## src/rtl/dmem_bus_pkg.sv

```systemverilog
// Shared types and constants for the data-memory bus interface.
package dmem_bus_pkg;

  typedef enum logic [1:0] {
    IDLE = 2'd0,
    REQ  = 2'd1,
    RESP = 2'd2,
    DONE = 2'd3
  } dmem_state_e;

  localparam logic [3:0] BE_WORD = 4'b1111;
  localparam int unsigned TIMEOUT_DEFAULT = 255;

endpackage

```

## src/rtl/dmem_rd_align.sv

```systemverilog
// Right-aligns a bus read word by the access byte offset so that byte and
// halfword extraction downstream always reads from the low lanes.
module dmem_rd_align #(
  parameter int unsigned DW = 32
) (
  input  logic [DW-1:0] rdata,
  input  logic [1:0]    off,
  output logic [DW-1:0] data
);

  always_comb begin
    data = rdata >> {off, 3'b000};
  end

endmodule

```

## src/rtl/dmem_bus_if.sv

```systemverilog
// LSU-to-bus bridge: latches one access, runs a valid/ready request plus
// response phase, stalls the pipeline meanwhile and returns aligned read data.
// Optional misaligned-access trap is enabled by defining DMEM_MISALIGN_TRAP_EN.
module dmem_bus_if
  import dmem_bus_pkg::*;
#(
  parameter int unsigned AW      = 32,
  parameter int unsigned DW      = 32,
  parameter int unsigned TIMEOUT = TIMEOUT_DEFAULT
) (
  input  logic          clk,
  input  logic          rst,
  input  logic [AW-1:0] cpu_addr,
  input  logic [3:0]    cpu_be,
  input  logic [DW-1:0] cpu_wdata,
  input  logic          cpu_rd,
`ifdef DMEM_MISALIGN_TRAP_EN
  input  logic          ld_word,
`endif
  output logic [DW-1:0] rd_data,
  output logic          stall,
  output logic          bus_err,
  output logic          bus_req_valid,
  input  logic          bus_req_ready,
  output logic [AW-1:0] bus_addr,
  output logic          bus_we,
  output logic [3:0]    bus_be,
  output logic [DW-1:0] bus_wdata,
  input  logic          bus_rsp_valid,
  input  logic [DW-1:0] bus_rsp_rdata,
  input  logic          bus_rsp_err
);

  localparam int unsigned CW = ($clog2(TIMEOUT + 1) > 8) ? $clog2(TIMEOUT + 1) : 8;
  localparam logic [CW-1:0] CNT_LAST = CW'(TIMEOUT - 1);
  localparam logic [CW-1:0] CNT_MAX  = '1;

  dmem_state_e   state_q, state_d;
  logic [AW-1:0] bus_addr_q, bus_addr_d;
  logic          bus_we_q, bus_we_d;
  logic [3:0]    bus_be_q, bus_be_d;
  logic [DW-1:0] bus_wdata_q, bus_wdata_d;
  logic [1:0]    off_q, off_d;
  logic [DW-1:0] rd_data_q, rd_data_d;
  logic          bus_err_q, bus_err_d;
  logic [CW-1:0] cnt_q, cnt_d;

  logic          acc;
  logic          is_store;
  logic          misalign;
  logic [DW-1:0] rsp_aligned;

  always_comb begin
    is_store = (cpu_be != 4'b0000);
    acc      = cpu_rd | is_store;
  end

`ifdef DMEM_MISALIGN_TRAP_EN
  always_comb begin
    misalign = (cpu_addr[1:0] != 2'b00) &&
               ((cpu_rd && ld_word && !is_store) || (cpu_be == BE_WORD));
  end
`else
  always_comb begin
    misalign = 1'b0;
  end
`endif

  dmem_rd_align #(.DW(DW)) u_rd_align (
    .rdata (bus_rsp_rdata),
    .off   (off_q),
    .data  (rsp_aligned)
  );

  always_comb begin
    state_d       = state_q;
    bus_addr_d    = bus_addr_q;
    bus_we_d      = bus_we_q;
    bus_be_d      = bus_be_q;
    bus_wdata_d   = bus_wdata_q;
    off_d         = off_q;
    rd_data_d     = rd_data_q;
    bus_err_d     = 1'b0;
    cnt_d         = cnt_q;
    stall         = 1'b0;
    bus_req_valid = 1'b0;

    unique case (state_q)
      IDLE: begin
        if (acc) begin
          stall = 1'b1;
          if (misalign) begin
            state_d   = DONE;
            rd_data_d = '0;
            bus_err_d = 1'b1;
          end else begin
            state_d     = REQ;
            bus_addr_d  = {cpu_addr[AW-1:2], 2'b00};
            bus_we_d    = is_store;
            bus_be_d    = is_store ? cpu_be : BE_WORD;
            bus_wdata_d = cpu_wdata;
            off_d       = cpu_addr[1:0];
          end
        end
      end
      REQ: begin
        stall         = 1'b1;
        bus_req_valid = 1'b1;
        if (bus_req_ready) begin
          state_d = RESP;
          cnt_d   = '0;
        end
      end
      RESP: begin
        stall = 1'b1;
        // Counter value k means k cycles already spent here without a response.
        if (bus_rsp_valid) begin
          state_d   = DONE;
          rd_data_d = bus_we_q ? '0 : rsp_aligned;
          bus_err_d = bus_rsp_err;
        end else if (cnt_q >= CNT_LAST) begin
          state_d   = DONE;
          rd_data_d = '0;
          bus_err_d = 1'b1;
        end else if (cnt_q != CNT_MAX) begin
          cnt_d = cnt_q + 1'b1;
        end
      end
      DONE: begin
        state_d = IDLE;
      end
      default: begin
        state_d = IDLE;
      end
    endcase
  end

  always_ff @(posedge clk) begin
    if (rst) begin
      state_q     <= IDLE;
      bus_addr_q  <= '0;
      bus_we_q    <= 1'b0;
      bus_be_q    <= '0;
      bus_wdata_q <= '0;
      off_q       <= '0;
      rd_data_q   <= '0;
      bus_err_q   <= 1'b0;
      cnt_q       <= '0;
    end else begin
      state_q     <= state_d;
      bus_addr_q  <= bus_addr_d;
      bus_we_q    <= bus_we_d;
      bus_be_q    <= bus_be_d;
      bus_wdata_q <= bus_wdata_d;
      off_q       <= off_d;
      rd_data_q   <= rd_data_d;
      bus_err_q   <= bus_err_d;
      cnt_q       <= cnt_d;
    end
  end

  always_comb begin
    bus_addr  = bus_addr_q;
    bus_we    = bus_we_q;
    bus_be    = bus_be_q;
    bus_wdata = bus_wdata_q;
    rd_data   = rd_data_q;
    bus_err   = bus_err_q;
  end

endmodule

```

## config.mk

```make
export PLATFORM = sky130hd
export DESIGN_NAME = dmem_bus_if
export DESIGN_NICKNAME = d
export VERILOG_FILES = /design/src/rtl/dmem_bus_pkg.sv /design/src/rtl/dmem_rd_align.sv /design/src/rtl/dmem_bus_if.sv
export SDC_FILE = /design/constraint.sdc
export NUM_CORES = 1
export LEC_CHECK = 0
export CORE_MARGIN = 2
export CORE_UTILIZATION = 42
export CTS_CLUSTER_SIZE = 25
export DETAILED_ROUTE_END_ITERATION = 10
export PLACE_DENSITY_LB_ADDON = 0.05
export SETUP_SLACK_MARGIN = 0.4
export SLEW_MARGIN = 20
export SYNTH_ARGS = -nofsm -noshare
export SYNTH_HDL_FRONTEND = slang
export SYNTH_SLANG_ARGS = --single-unit
```

## constraint.sdc

```tcl
create_clock -name clk -period 2.75 [get_ports clk]
set_clock_uncertainty 0.2 [all_clocks]
set_input_delay 0.6875 -clock clk [delete_from_list [all_inputs] [get_ports clk]]
set_output_delay 0.6875 -clock clk [all_outputs]
set_load 0.02 [all_outputs]
```

==> results of run 1 <==
## sequential cells by signal, indices dropped and copies added (netlist names), 2 cells and up
register / cells
bus_be: 4
bus_wdata: 32
state_q: 2
rd_data: 32
off_q: 2
cnt_q: 8
bus_addr: 30
## layout by cell type, fill, tap and decap left out, drive strengths merged, types with 7 or more instances in the layout
master | synthesis | routed
o211ai | 9 | 9
inv | 7 | 7
o2bb2ai | 8 | 8
ha | 7 | 7
o21ai | 22 | 22
dfxtp | 112 | 112
clkdlybuf4s50 | 0 | 199
clkbuf | 16 | 12
nand2 | 153 | 153
mux2i | 18 | 18
mux2 | 8 | 8
a22o | 16 | 16
a21oi | 79 | 79
buf | 26 | 20
## routing by layer
metal | vias to the layer above | share of wire
li1 | 2224 | -
met1 | 2027 | 0.44
met2 | 149 | 0.47
met3 | 17 | 0.082
met4 | 0 | 0.015
met5 | - | 0
## where the power goes
group / total [uW] / switching [uW] / internal [uW] / leakage, uW
clock network: 956 / 536 / 421 / 0.0000856
registers: 2150 / 184 / 1970 / 0.000918
logic: 2720 / 1520 / 1200 / 0.00158
## kinds of logic after synthesis
group | after synthesis | synth area share
DFF | 112 | 0.4858
adders and majority gates | 7 | 0.01897
and+or+nand+nor | 187 | 0.1716
muxes | 26 | 0.05855
buffers and inverters | 49 | 0.05910
other | 1 | 0.0008124
AOI/OAI and AO/OA | 152 | 0.2052
## through the flow
stage | power, uW | setup TNS (ps) | instance area (sq um)
global route | 6217 | 0 | 6974
floorplan | 3874 | 0 | 4647
CTS | 5887 | 0 | 6968
detailed placement | 4919 | -5651 | 6783
finish | 5830 | 0 | 6974
global placement | 4875 | -2636 | 6783
## worst min-delay path, stage by stage (launching register included)
cell,delay (ps)
dfxtp_1,320
nand2_1,50
a21oi_1,50
## how the worst max path moves through the flow
stage,from,endpoint,slack (ps),cells past startpoint
after floorplan,cpu_be[0],stall,60,6
after global placement,cpu_be[0],stall,-670,6
after detailed placement,cpu_be[0],stall,-690,6
after CTS,cpu_be[2],stall,20,6
after global routing,cpu_be[1],stall,50,6
final,cpu_be[1],stall,80,6
## repair_timing
item	in CTS	in global routing
cloned	0	0
endpoints found under the hold margin	0	0
endpoints found under the setup margin	71	4
pin swaps	4	4
gates resized for setup	24	5
hold buffers	0	0
## layout make-up
class                           count  share of cell area
Clock buffer                       11             0.01884
Multi-Input combinational cell    374              0.3073
Sequential cell                   112              0.3217
Timing Repair Buffer              222              0.3150
Clock inverter                      5            0.008253
Inverter                            7            0.003767
Tap cell                          140             0.02512
==> metrics.md, run 1 <==
| Metric | Value |
|---|---|
| Cell taking the most area after synthesis | dfxtp_1 |
| Sink Count | 112 |
| Clock Path Buffers | 2 |
| Grt met2 use | 0.3585 |
| Routed wire length per instance | 15.17 microns |
| Pleak | 0.002587 uW |
| Setup WS pre-CTS | -691.3 ps |
| Number of cells on the worst hold path | 2 |
| Ranking of synthesized cells by area | dfxtp_1 (49%), nand2_1 (12%), a21oi_1 (8.6%), mux2i_1 (3.9%), a22o_1 (3.0%) |
| Post-synthesis register bit count | 112 |
| Drt total wl | 13210 microns |
| CP Data Arrival Time | 1780 ps |
| ANT cells | 0 |
| Vias in the first global route | 4184 |
| Crit end category | output port |
| Hold Path Class | reg2reg |
| Area occupied by multi-input gates | 2143 sq um |
| IO Count | 210 |
| Distinct cells, synth | 44 |
| Die Wd | 108.8 microns |
| Layout Cells excl Fill | 871 |
| Main flop type after synthesis | dfxtp_1 |
| Largest net degree at the start of global routing | 69 |
| Worst hold path startpoint | bus_wdata[25] |
| Worst Path Buf+Inv | 2 |
| # rows | 38 |
| Yosys warns | 0 |
| Placed insts | 855 |
| WHS Endpoint | bus_wdata[25] |
| GR Util met1 | 0.2806 |
| Clock transition at path regs | 90 ps |
| Postcts setup bufs | 0 |
| Layout cells sized above 1 | 0.07114 |
| Worst-margin pin slew | 693.9 ps |
| Final WS setup | 79.63 ps |
| Register Area | 2243 sq um |
| Fmax | 374.5 MHz |
| Placeable core region | 10790 sq um |
| FF-to-FF Start | cnt_q[0] |
| Root Driver | clkbuf_8 |
| Overflow after GRT | 0 |
| Family with the most delay on the worst path | simple AND/OR/NAND/NOR gates |
| Critical Path, Cell by Cell | buf_6, or4_4, o21a_4, nor2_4, nor2_4, buf_6 |
| Port bufs | 207 |
| Die outline height | 108.8 microns |
| Layer with the highest usage | met2 |
| Final Setup Violations | 0 |
| Met3 Resource Use GR | 0.07531 |
| Yosys top cell area share | 0.4858 |
| Initial core utilization | 0.4277 |
| Final Core Density | 0.6462 |
| P per Cell Area | 835.9 nW/um^2 |
| R2R depth | 7 |
| Hold Fails Final Rpt | 0 |
| Area delta synth->final | 51.10% |
| DP HPWL | 9596 microns |
| Worst path slowest cell | or4_4 |
| DRT Pass-1 Iters | 6 |
| Max-cap violations | 0 |
| Slowest stage delay, CP | 530 ps |
| DRT iter0 DRCs | 230 |
| Status | complete, no violations |
| Total number of vias | 4417 |
| RSZ-0062 raised after global routing | yes |
| Final hold slack | 256.4 ps |
| Min Tclk post-route | 2670 ps |
| Mapped Avg Cell Area | 8.644 sq um |
| GRT Total Usage | 0.2212 |
| Fin crit share | 0.9710 |
| TritonCTS clock tree | built |
| Htree depth | 3 |
| Final Max Tran Viols | 0 |
| Ys async rst share | 0 |
| Synth Cell Area | 4616 sq um |
| Commonest cells in the netlist | nand2_1 (153), dfxtp_1 (112), a21oi_1 (79) |
| Kind of critical path | in2out |
| Crit Path Max Fanout | 2 |
| Fillcell total | 952 |
| Clock latency at the later pin of the worst-skew pair | 370 ps |
| Die ar. | 11840 sq um |
| Nets | 839 |
| Register area share after synthesis | 0.4858 |
| Critical path required time | 1860 ps |
| Routability cong. | 0.8202 |
| CTS Buf Count | 9 |
| Antenna violations before repair | 0 |
| Post-synth EDFFs | 0 |
| Reg-to-Reg End | rd_data[10] |
| Peak supply drop | 1.134 mV |
| Reg-to-reg setup timing slack | 610 ps |
| DRC errors left | 0 |
| Slew margin rel. | 0.5325 |
| Global-route wire length before repair | 20590 microns |
| Vias per cell | 5.071 |
| Post-route ant nets | 0 |
| Most common cell in the netlist | nand2_1 |
| Cell count after synthesis | 534 |
| Worst setup SP type | input port |
(Power assumes the default switching activity.)
==> run 2: changes to the inputs <==
Settings changed: CORE_UTILIZATION 42 to 43, CTS_BUF_LIST set to sky130_fd_sc_hd__clkbuf_2.
==> run 2 against run 1 <==
  * Cell count is 0.46% lower
  * Non-clock buffer count did not move
  * Core utilization is 1.1 points higher
  * First-iteration DRC count fell by 5.7%
  * Critical path depth unchanged
  * Fmax shrank 0.60%
  * Clock power shrank 9.5%
  * Highest routed layer unchanged
==> metrics.md, run 2 (synthesis results as in run 1) <==
| Metric | Value |
|---|---|
| Sink Count | 112 |
| Final Setup Violations | 0 |
| Clock latency at the later pin of the worst-skew pair | 590 ps |
| Drt total wl | 13400 microns |
| Global-route wire length before repair | 20650 microns |
| Slew margin rel. | 0.4834 |
| Routed wire length per instance | 15.46 microns |
| Most common cell after layout, fill and taps aside | nand2_1 |
| Vias per cell | 5.110 |
| Nets | 839 |
| # rows | 37 |
| Die Wd | 107.6 microns |
| Pleak | 0.002980 uW |
| Crit Path Max Fanout | 2 |
| CTS Buf Count | 9 |
| Min Tclk post-route | 2687 ps |
| Largest net degree at the start of global routing | 74 |
| RSZ-0062 raised after global routing | yes |
| Slowest stage delay, CP | 540 ps |
| Routability cong. | 0.8730 |
| Vias in the first global route | 4225 |
| IO Count | 210 |
| Worst setup SP type | input port |
| Clock Path Buffers | 2 |
| Fillcell total | 918 |
| Peak supply drop | 0.8705 mV |
| Initial core utilization | 0.4451 |
| Total negative slack | 0 ps |
| Die ar. | 11580 sq um |
| DRT Pass-1 Iters | 5 |
| Die outline height | 107.6 microns |
| Worst-margin pin slew | 773.8 ps |
| Hold Fails Final Rpt | 0 |
| Htree depth | 3 |
| Total number of vias | 4430 |
| Worst Path Buf+Inv | 2 |
| Critical path required time | 1860 ps |
| Antenna violations before repair | 0 |
| Fin crit share | 0.9769 |
| CTS Hold Buffers Added | 0 |
| Critical Path, Cell by Cell | buf_6, or4_4, o21a_4, nor2_4, nor2_4, buf_6 |
| Layout cells sized above 1 | 0.07661 |
| Post-route ant nets | 0 |
| Max-cap violations | 0 |
| DP HPWL | 9516 microns |
| Overflow after GRT | 0 |
| Placeable core region | 10370 sq um |
| CP Data Arrival Time | 1800 ps |
| Family with the most delay on the worst path | simple AND/OR/NAND/NOR gates |
| DRT iter0 DRCs | 217 |
| Worst path slowest cell | or4_4 |
| Area delta synth->final | 47.63% |
| Most frequent cells in the layout | nand2_1 (153), dfxtp_1 (110), clkdlybuf4s50_1 (100), dlygate4sd2_1 (99), a21oi_1 (79) |
| DRC errors left | 0 |
| P per Cell Area | 810.2 nW/um^2 |
| GRT Total Usage | 0.2239 |
| Status | complete, no violations |
| Final hold slack | 127.5 ps |
| TritonCTS clock tree | built |
| Crit end category | output port |
| Pwr Total | 5521 uW |
| Hold Path Class | in2reg |
| ANT cells | 0 |
| Final Max Tran Viols | 0 |
| Final Core Density | 0.6571 |
| Port bufs | 207 |
| Clock transition at path regs | 290 ps |
| Placed insts | 850 |
| Layout Cells excl Fill | 867 |
| Root Driver | clkbuf_2 |
| Kind of critical path | in2out |
| Fmax | 372.2 MHz |
==> run 2: cell types whose count changed in the layout (fill, tap and decap cells not counted), moves of 2 or more <==
cell / change
clkbuf_1: -2
clkbuf_2: +10
clkbuf_8: -9
clkdlybuf4s50_1: -99
clkinvlp_4: -2
dlygate4sd2_1: +98
==> run 2: path summary, 6_finish.rpt <==
check | startpoint | to | slack, ps | cells after the start
setup / recovery | cpu_be[1] | stall | 60 | 6
setup reg to reg | state_q[0] | rd_data[3] | 610 | 7
hold / removal | cpu_be[2] | bus_be[2] | 130 | 2
hold reg to reg | bus_addr[10] | bus_addr[10] | 270 | 2
==> run 2: report_power, final <==
group | leakage, uW | internal (uW) | switching, uW
Sequential | 0.000919 | 1970 | 196
Clock | 0.0000817 | 310 | 556
Combinational | 0.00198 | 987 | 1500
Total | 0.00298 | 3270 | 2250
==> run 2: repair_timing <==
action / CTS / global route
resized for setup: 129 / 4
setup buffers: 0 / 1
pin swaps: 4 / 4
endpoints found under the setup margin: 102 / 10
==> run 2: through the flow <==
step                      worst slack, ps  instance area, sq um
after floorplan                     56.22                  4647
after global placement             -682.3                  6770
after detailed placement           -686.8                  6770
final                               63.44                  6814
after global routing                42.56                  6814
after CTS                           25.92                  6793
==> run 2: worst reg2reg max path: stages (launching register included) <==
cell      delay [ps]
dfxtp_2          410
inv_1            140
ha_2             350
inv_1            230
nor3_1           260
buf_4            210
o211ai_1         140
a21oi_1          160
==> run 2: area by class of cell <==
class	count	area [sq um]	share of cell area
tap	136	170.2	0.02497
inverter	7	26.28	0.003856
clock buffer	10	50.05	0.007345
timing repair buffer	222	2076	0.3046
clock inverter	6	91.34	0.01340
sequential	112	2245	0.3294
multi-input combinational	374	2156	0.3164
==> run 2: layer usage <==
| layer | vias to the layer above | track usage | wire length, microns |
|---|---|---|---|
| met5 | - | 0 | 0 |
| met4 | 0 | 0.09799 | 379 |
| met3 | 22 | 0.05630 | 1029 |
| met2 | 160 | 0.3553 | 6179 |
| met1 | 2026 | 0.2878 | 5811 |
| li1 | 2222 | - | - |
